File: src/rtl/toggle_hs_pkg.sv
// Types and defaults shared by both ends of the toggle request/acknowledge link.
package toggle_hs_pkg;

  localparam int unsigned DEF_WIDTH       = 8;
  localparam int unsigned DEF_SYNC_STAGES = 2;
  localparam int unsigned DEF_TIMEOUT     = 255;

  typedef enum logic {
    IDLE     = 1'b0,
    WAIT_ACK = 1'b1
  } state_e;

  // Bits needed to count 0..timeout. Always at least 1, so a disabled timer still has a legal width.
  function automatic int unsigned timer_width(input int unsigned timeout);
    int unsigned w;
    w = $clog2(timeout + 1);
    return (w < 1) ? 1 : w;
  endfunction

endpackage

File: src/rtl/bit_sync.sv
// Multi-flop synchronizer for a single asynchronous level. It resets to 0.
module bit_sync #(
  parameter int unsigned STAGES = 2
) (
  input  logic clk,
  input  logic rst,
  input  logic d,
  output logic q
);

  logic [STAGES-1:0] r_chain;

  // NOTE: flops are written with <= so every stage samples its neighbour's pre-edge value.
  always_ff @(posedge clk or negedge rst) begin
    if (!rst) r_chain <= '0;
    else      r_chain <= {r_chain[STAGES-2:0], d};
  end

  assign q = r_chain[STAGES-1];

endmodule

File: src/rtl/toggle_handshake_tx.sv
// Sending end of a two-phase toggle handshake. It registers one word per request phase
// and waits for the synchronized acknowledge phase before it accepts the next word.
module toggle_handshake_tx
  import toggle_hs_pkg::*;
#(
  parameter int unsigned WIDTH       = DEF_WIDTH,
  parameter int unsigned SYNC_STAGES = DEF_SYNC_STAGES,
  parameter int unsigned TIMEOUT     = DEF_TIMEOUT
) (
  input  logic             clk,
  input  logic             rst,
  input  logic             in_valid,
  input  logic [WIDTH-1:0] in_data,
  output logic             in_ready,
  output logic [WIDTH-1:0] tx_data,
  output logic             tx_req,
  input  logic             tx_ack,
  output logic             busy,
  input  logic             err_clr,
  output logic             timeout_err,
  output logic             proto_err
);

  localparam int unsigned TW = timer_width(TIMEOUT);
  localparam logic [TW-1:0] TIMER_MAX  = TW'(TIMEOUT);
  localparam logic [TW-1:0] TIMER_LAST = TW'((TIMEOUT == 0) ? 0 : TIMEOUT - 1);

  state_e           r_state;
  state_e           w_state_next;
  logic [WIDTH-1:0] r_tx_data;
  logic             r_tx_req;
  logic [TW-1:0]    r_timer;
  logic             r_timeout_err;
  logic             r_proto_err;
  logic             w_ack_s;
  logic             w_accept;
  logic             w_ack_match;
  logic             w_timeout_hit;
  logic             w_proto_hit;

  bit_sync #(.STAGES(SYNC_STAGES)) u_ack_sync (
    .clk (clk),
    .rst (rst),
    .d   (tx_ack),
    .q   (w_ack_s)
  );

  assign in_ready    = (r_state == IDLE);
  assign busy        = (r_state == WAIT_ACK);
  assign w_accept    = in_valid & in_ready;
  assign w_ack_match = (w_ack_s == r_tx_req);

  always_ff @(posedge clk or negedge rst) begin
    if (!rst) r_state <= IDLE;
    else      r_state <= w_state_next;
  end

  // NOTE: the default assignment first keeps this block purely combinational (no latch).
  always_comb begin
    w_state_next = r_state;
    unique case (r_state)
      IDLE:     if (w_accept)    w_state_next = WAIT_ACK;
      WAIT_ACK: if (w_ack_match) w_state_next = IDLE;
      default:                   w_state_next = IDLE;
    endcase
  end

  // The request phase is a T-flop driven by accept, so it is never reverted once a word is launched.
  always_ff @(posedge clk or negedge rst) begin
    if (!rst) begin
      r_tx_data <= '0;
      r_tx_req  <= 1'b0;
    end else if (w_accept) begin
      r_tx_data <= in_data;
      r_tx_req  <= ~r_tx_req;
    end
  end

  always_ff @(posedge clk or negedge rst) begin
    if (!rst)                             r_timer <= '0;
    else if (w_accept)                    r_timer <= '0;
    else if (busy && r_timer != TIMER_MAX) r_timer <= r_timer + TW'(1);
  end

  assign w_timeout_hit = (TIMEOUT != 0) && busy && (r_timer == TIMER_LAST);
  assign w_proto_hit   = in_ready && !w_ack_match;

  // A new error in the same cycle as err_clr keeps the flag set.
  always_ff @(posedge clk or negedge rst) begin
    if (!rst) begin
      r_timeout_err <= 1'b0;
      r_proto_err   <= 1'b0;
    end else begin
      r_timeout_err <= w_timeout_hit | (r_timeout_err & ~err_clr);
      r_proto_err   <= w_proto_hit   | (r_proto_err   & ~err_clr);
    end
  end

  assign tx_data     = r_tx_data;
  assign tx_req      = r_tx_req;
  assign timeout_err = r_timeout_err;
  assign proto_err   = r_proto_err;

endmodule

File: config.mk
export PLATFORM = sky130hd
export DESIGN_NAME = toggle_handshake_tx
export DESIGN_NICKNAME = d
export VERILOG_FILES = /design/src/rtl/toggle_hs_pkg.sv /design/src/rtl/bit_sync.sv /design/src/rtl/toggle_handshake_tx.sv
export SDC_FILE = /design/constraint.sdc
export NUM_CORES = 1
export LEC_CHECK = 0
export ABC_AREA = 1
export CAP_MARGIN = 20
export CORE_ASPECT_RATIO = 0.6
export CORE_UTILIZATION = 43
export CTS_CLUSTER_SIZE = 10
export DETAILED_ROUTE_END_ITERATION = 8
export PLACE_DENSITY_LB_ADDON = 0.15
export SETUP_SLACK_MARGIN = 0.05
export SYNTH_ARGS = -nofsm -noshare
export SYNTH_HDL_FRONTEND = slang
export SYNTH_SLANG_ARGS = --single-unit
File: constraint.sdc
create_clock -name clk -period 1.19 [get_ports clk]
set_input_delay 0.119 -clock clk [delete_from_list [all_inputs] [get_ports clk]]
set_output_delay 0.119 -clock clk [all_outputs]
set_load 0.01 [all_outputs]
* After elaboration in Yosys (flattened, before gate mapping)
Index checks and enable logic that the tools add are counted.
** Operators by class
- Add/subtract/negate cells :: 1
- Eq/ne operators :: 3
- Mux-type cells :: 5
- Bitwise logic cells :: 8
- Reduce and logical (&&, ||, !) cells :: 5
** Operators with widths (number)
- $mux 8 :: 2
- $add 8x1->8 const B :: 1
- $eq 8x8->1 const B :: 1
- $ne 8x8->1 const B :: 1
- $and 1x1->1 :: 3
- $logic_and 1x1->1 :: 3
- $not 1->1 :: 3
- $mux 1 :: 2
- $or 1x1->1 :: 2
- $pmux 1 s2 :: 1
- $reduce_bool 2->1 :: 1
- $eq 1x1->1 :: 1
- $logic_not 1->1 :: 1
** Word-level totals
- Bits in registers :: 22
- Bits of input ports :: 13
- Output and inout port bits :: 13
- Logic and storage cells :: 29

* Depth between registers and ports, before layout
- Word-level depth :: 4
- Mapped depth :: 7

* By module
A second synthesis with hierarchy kept.
** Unflattened totals
- Cell total of the unflattened synthesis :: 101
- Area, all modules :: 1033.5 µm²
** Modules (own cells, without submodules)
- toggle_handshake_tx :: instances 1, cells each 99, area each 983.4 µm²
- bit_sync :: instances 1, cells each 2, area each 50.0 µm²

* Least setup slack after synthesis
Ideal clock, no wire load.
- Path kind :: flip-flop to flip-flop
- Start :: register r_timer[0]
- End :: register r_timer[3]
- Library setup time :: 0.065 ns
- Arrival time :: 1.174 ns
- Required time :: 1.125 ns
- Path slack :: -0.050 ns
- Cell stages (with the launch flop) :: 7
- Cells stage by stage :: dfrtp_1 -> ha_1 -> inv_1 -> nor2_4 -> a21oi_1 -> nand3b_1 -> nand2_1
** Between the ends
- Longest elaborated chain between the ends :: 3
** RTL lines
- from (decl) :: RTL line toggle_handshake_tx.sv:32 : logic [TW-1:0] r_timer;
- from (signal assigned) :: RTL line toggle_handshake_tx.sv:82 : else if (busy && r_timer != TIMER_MAX) r_timer <= r_timer + TW'(1);
- $add 8x1->8 or $ne 8x8->1 (tied branches) :: RTL line toggle_handshake_tx.sv:82
- $mux 8 or $logic_and 1x1->1 (tied branches) :: RTL line toggle_handshake_tx.sv:82
- $mux 8 or $reduce_bool 2->1 (tied branches)
Several ways; a longest one is shown, not always the timed one. The select of a mux whose other input is x is not followed.
A chain may end at the register's enable or synchronous reset.

* Worst setup path after layout
- Start :: register r_timer[2]
- End :: register r_timer[5]
Same word-level chain as after synthesis.

==> flow_metrics.py <==
metrics = {
    "critical_path": {
        "criticalPathCategory": "reg2reg",
        "crit_top_cell": "nand2_2",
        "critical_path.top_delay_family": "simple AND/OR/NAND/NOR gates",
        "rr_worst_depth": 6,
        "critPathLaunchType": "flop",
        "crit_fanout": 4,
        "crit_cells": 6,
        "path_buf_inv": 0,
        "critPathCaptureType": "flop",
        "path_cells": "nand2_2, nor2_4, nand2_2, nand2_2, nand3_1, nand2_1",
        "crit_arrival_ns": 1.39,
        "worstPathRequired_ns": 1.40,
        "slowest_stage": "dfrtp_1",
        "cpPeakStageDelay_ns": 0.46,
    },
    "cts": {
        "cts_max_level": 1,
        "path_clk_slew_ns": 0.08,
        "cts_tree": "done",
        "clk_latency_ns": 0.27,
        "cts_inserted_buffers": 3,
        "holdBufCountCts": 0,
        "root_buffer": "clkbuf_8",
        "clk_path_buf_depth": 2,
        "cts_sinks": 22,
    },
    "sta": {
        "slew_headroom_pct": 81.3,
        "skew_ns": 0.00266,
        "setup_viol": 0,
        "tightest_slew_ns": 0.280,
        "fmax_mhz": 847,
        "post-route-min-period_ns": 1.18,
        "final.period_utilization_pct": 99.2,
        "setup_tns_ns": 0,
        "rsz0062_at_grt": "yes",
        "hold_viol_final": 0,
        "whs_ns": 0.186,
        "slew_viol_final": 0,
    },
    "final_layout": {
        "fill_cells": 176,
        "ff_latch_area_sq_um": 552,
        "postLayoutCoreUtil_pct": 66.8,
        "final_cell_mix": "22 x nand2_1, 21 x dfrtp_1, 12 x clkdlybuf4s50_1, 12 x buf_4",
        "drive_gt1_share_pct": 26.5,
        "nNetsFinal": 163,
        "layout_commonest_cell": "nand2_1",
        "diodes": 0,
        "instances_no_fill": 177,
        "multiInputGateArea_sq_um": 498,
        "area_growth_pct": 39.1,
    },
    "floorplanning": {
        "die_y_um": 41.2,
        "pin_count": 26,
        "rows": 13,
        "start_util_pct": 48.0,
        "die_w_um": 67.3,
        "design.die.area_sq_mm": 0.00277,
        "core_area_sq_mm": 0.00229,
    },
    "power_and_ir_drop": {
        "total_power_w": 0.00346,
        "power.leakage_nw": 0.754,
        "peakVddDrop_mv": 1.07,
        "power_density_mw_per_mm2": 2260,
    },
    "synth": {
        "synth_nets": 122,
        "seq_area_frac_synth_pct": 50.0,
        "synth_area_sq_mm": 0.00110,
        "syn_inst": 107,
        "synth-seq-cells": 22,
        "yosysWarningCount": 0,
        "synth_cell_types": 22,
        "avgSynthCellArea_sq_um": 10.3,
    },
    "hold_path": {
        "min_path_type": "in2async",
    },
    "routing": {
        "drt-wirelength-per-cell_um": 13.1,
        "vias": 866,
        "dr.first_iter.drc_count": 57,
        "drc": 0,
        "drt-total-wl_mm": 2.31,
        "first_pass_iters": 6,
        "vias_per_cell": 4.89,
        "ant_nets": 0,
    },
    "global_routing": {
        "grt_pass1_vias": 754,
        "grt_pass1_wl_mm": 3.59,
        "grtUsageTotal_pct": 19.5,
        "antenna_found_initial": 0,
        "grt_overflow_total": 0,
        "grt_max_degree": 23,
    },
    "placement": {
        "gp_congestion": 0.841,
        "placedCellCount": 170,
        "dp_hpwl_mm": 1.67,
        "io_buffers": 25,
    },
    "run_status": {
        "run_status": "finished clean",
    },
    "flow_run": {
        "timing.max_cap.violations": 0,
    },
}
==> sequential cells by signal, indices dropped and copies added, names as in the netlist <==
| register | count |
|---|---|
| r_timer | 8 |
| tx_data | 8 |
| u_ack_sync.r_chain | 2 |
| busy | 1 |
| proto_err | 1 |
| timeout_err | 1 |
| tx_req | 1 |
==> area by class of cell <==
class / instances / area share, %
inverters: 13 / 3.35
flip-flops and latches: 22 / 36.0
multi-input cells: 71 / 32.5
repair buffers: 37 / 21.0
clock inverters: 1 / 1.96
clock buffers: 3 / 2.70
well taps: 30 / 2.45
==> final timing paths <==
path,startpoint,end,slack (ns)
setup / recovery,r_timer[2],r_timer[5],0.009
hold / removal,rst,r_timer[3],0.19
setup reg to reg,r_timer[2],r_timer[5],0.009
hold reg to reg,u_ack_sync.r_chain[0],u_ack_sync.r_chain[1],0.36
max in group asynchronous,rst,busy,0.76
min in group clk,tx_ack,u_ack_sync.r_chain[0],0.30
==> power by group <==
group | internal (W) | switching (W) | total (W)
Sequential | 0.00103 | 0.000204 | 0.00123
Combinational | 0.000800 | 0.000728 | 0.00153
Clock | 0.000450 | 0.000249 | 0.000699
==> what timing repair did <==
| item | 4_1_cts | 5_1_grt |
|---|---|---|
| pin swaps | 4 | 1 |
| setup buffers | 2 | 0 |
| setup endpoints to repair | 21 | 11 |
| gates resized for setup | 16 | 3 |
| gates cloned | 1 | 0 |
==> per-stage QoR <==
step           instance area [sq um]  setup slack, ns
3_5_place_dp                    1440          -0.0356
5_1_grt                         1530          -0.0844
2_1_floorplan                   1110           0.0118
3_3_place_gp                    1440         -0.00838
4_1_cts                         1530          0.00249
6_report                        1530          0.00927
==> cell usage after synthesis <==
library cell,instances,area share [%]
inv_4,1,0.57
inv_1,12,4.1
o22ai_1,1,0.57
buf_12,1,1.8
mux2_4,8,11
dfrtp_1,22,50
ha_1,2,2.3
nand3_2,1,0.91
nand2_2,2,1.1
a21oi_1,2,0.91
o21ai_0,3,1.4
nand4_1,3,1.7
xnor2_1,2,1.6
o21ai_1,2,0.91
nor2_1,4,1.4
nand2_1,22,7.5
nand3b_1,2,1.4
nor2_4,2,2.0
o21bai_1,1,0.68
clkbuf_8,1,1.2
nand2_4,2,2.0
nand3_1,11,5.0
==> layer usage <==
metal	vias to the layer above	GRT usage [%]	routed length, um
met2	25	27.3	957
met3	5	5.00	100
met4	0	11.2	44
met1	407	27.2	1210
li1	429	-	-
met5	-	0	0
==> cell families after synthesis <==
| logic type | count (synthesis) | synth area share (%) |
|---|---|---|
| compound gates | 9 | 4.43 |
| xor+xnor | 2 | 1.59 |
| fa+ha+maj | 2 | 2.27 |
| buf+inv | 15 | 7.73 |
| flops | 22 | 50.0 |
| mux | 8 | 10.9 |
| simple gates | 49 | 23.1 |
(Power assumes the default switching activity.)
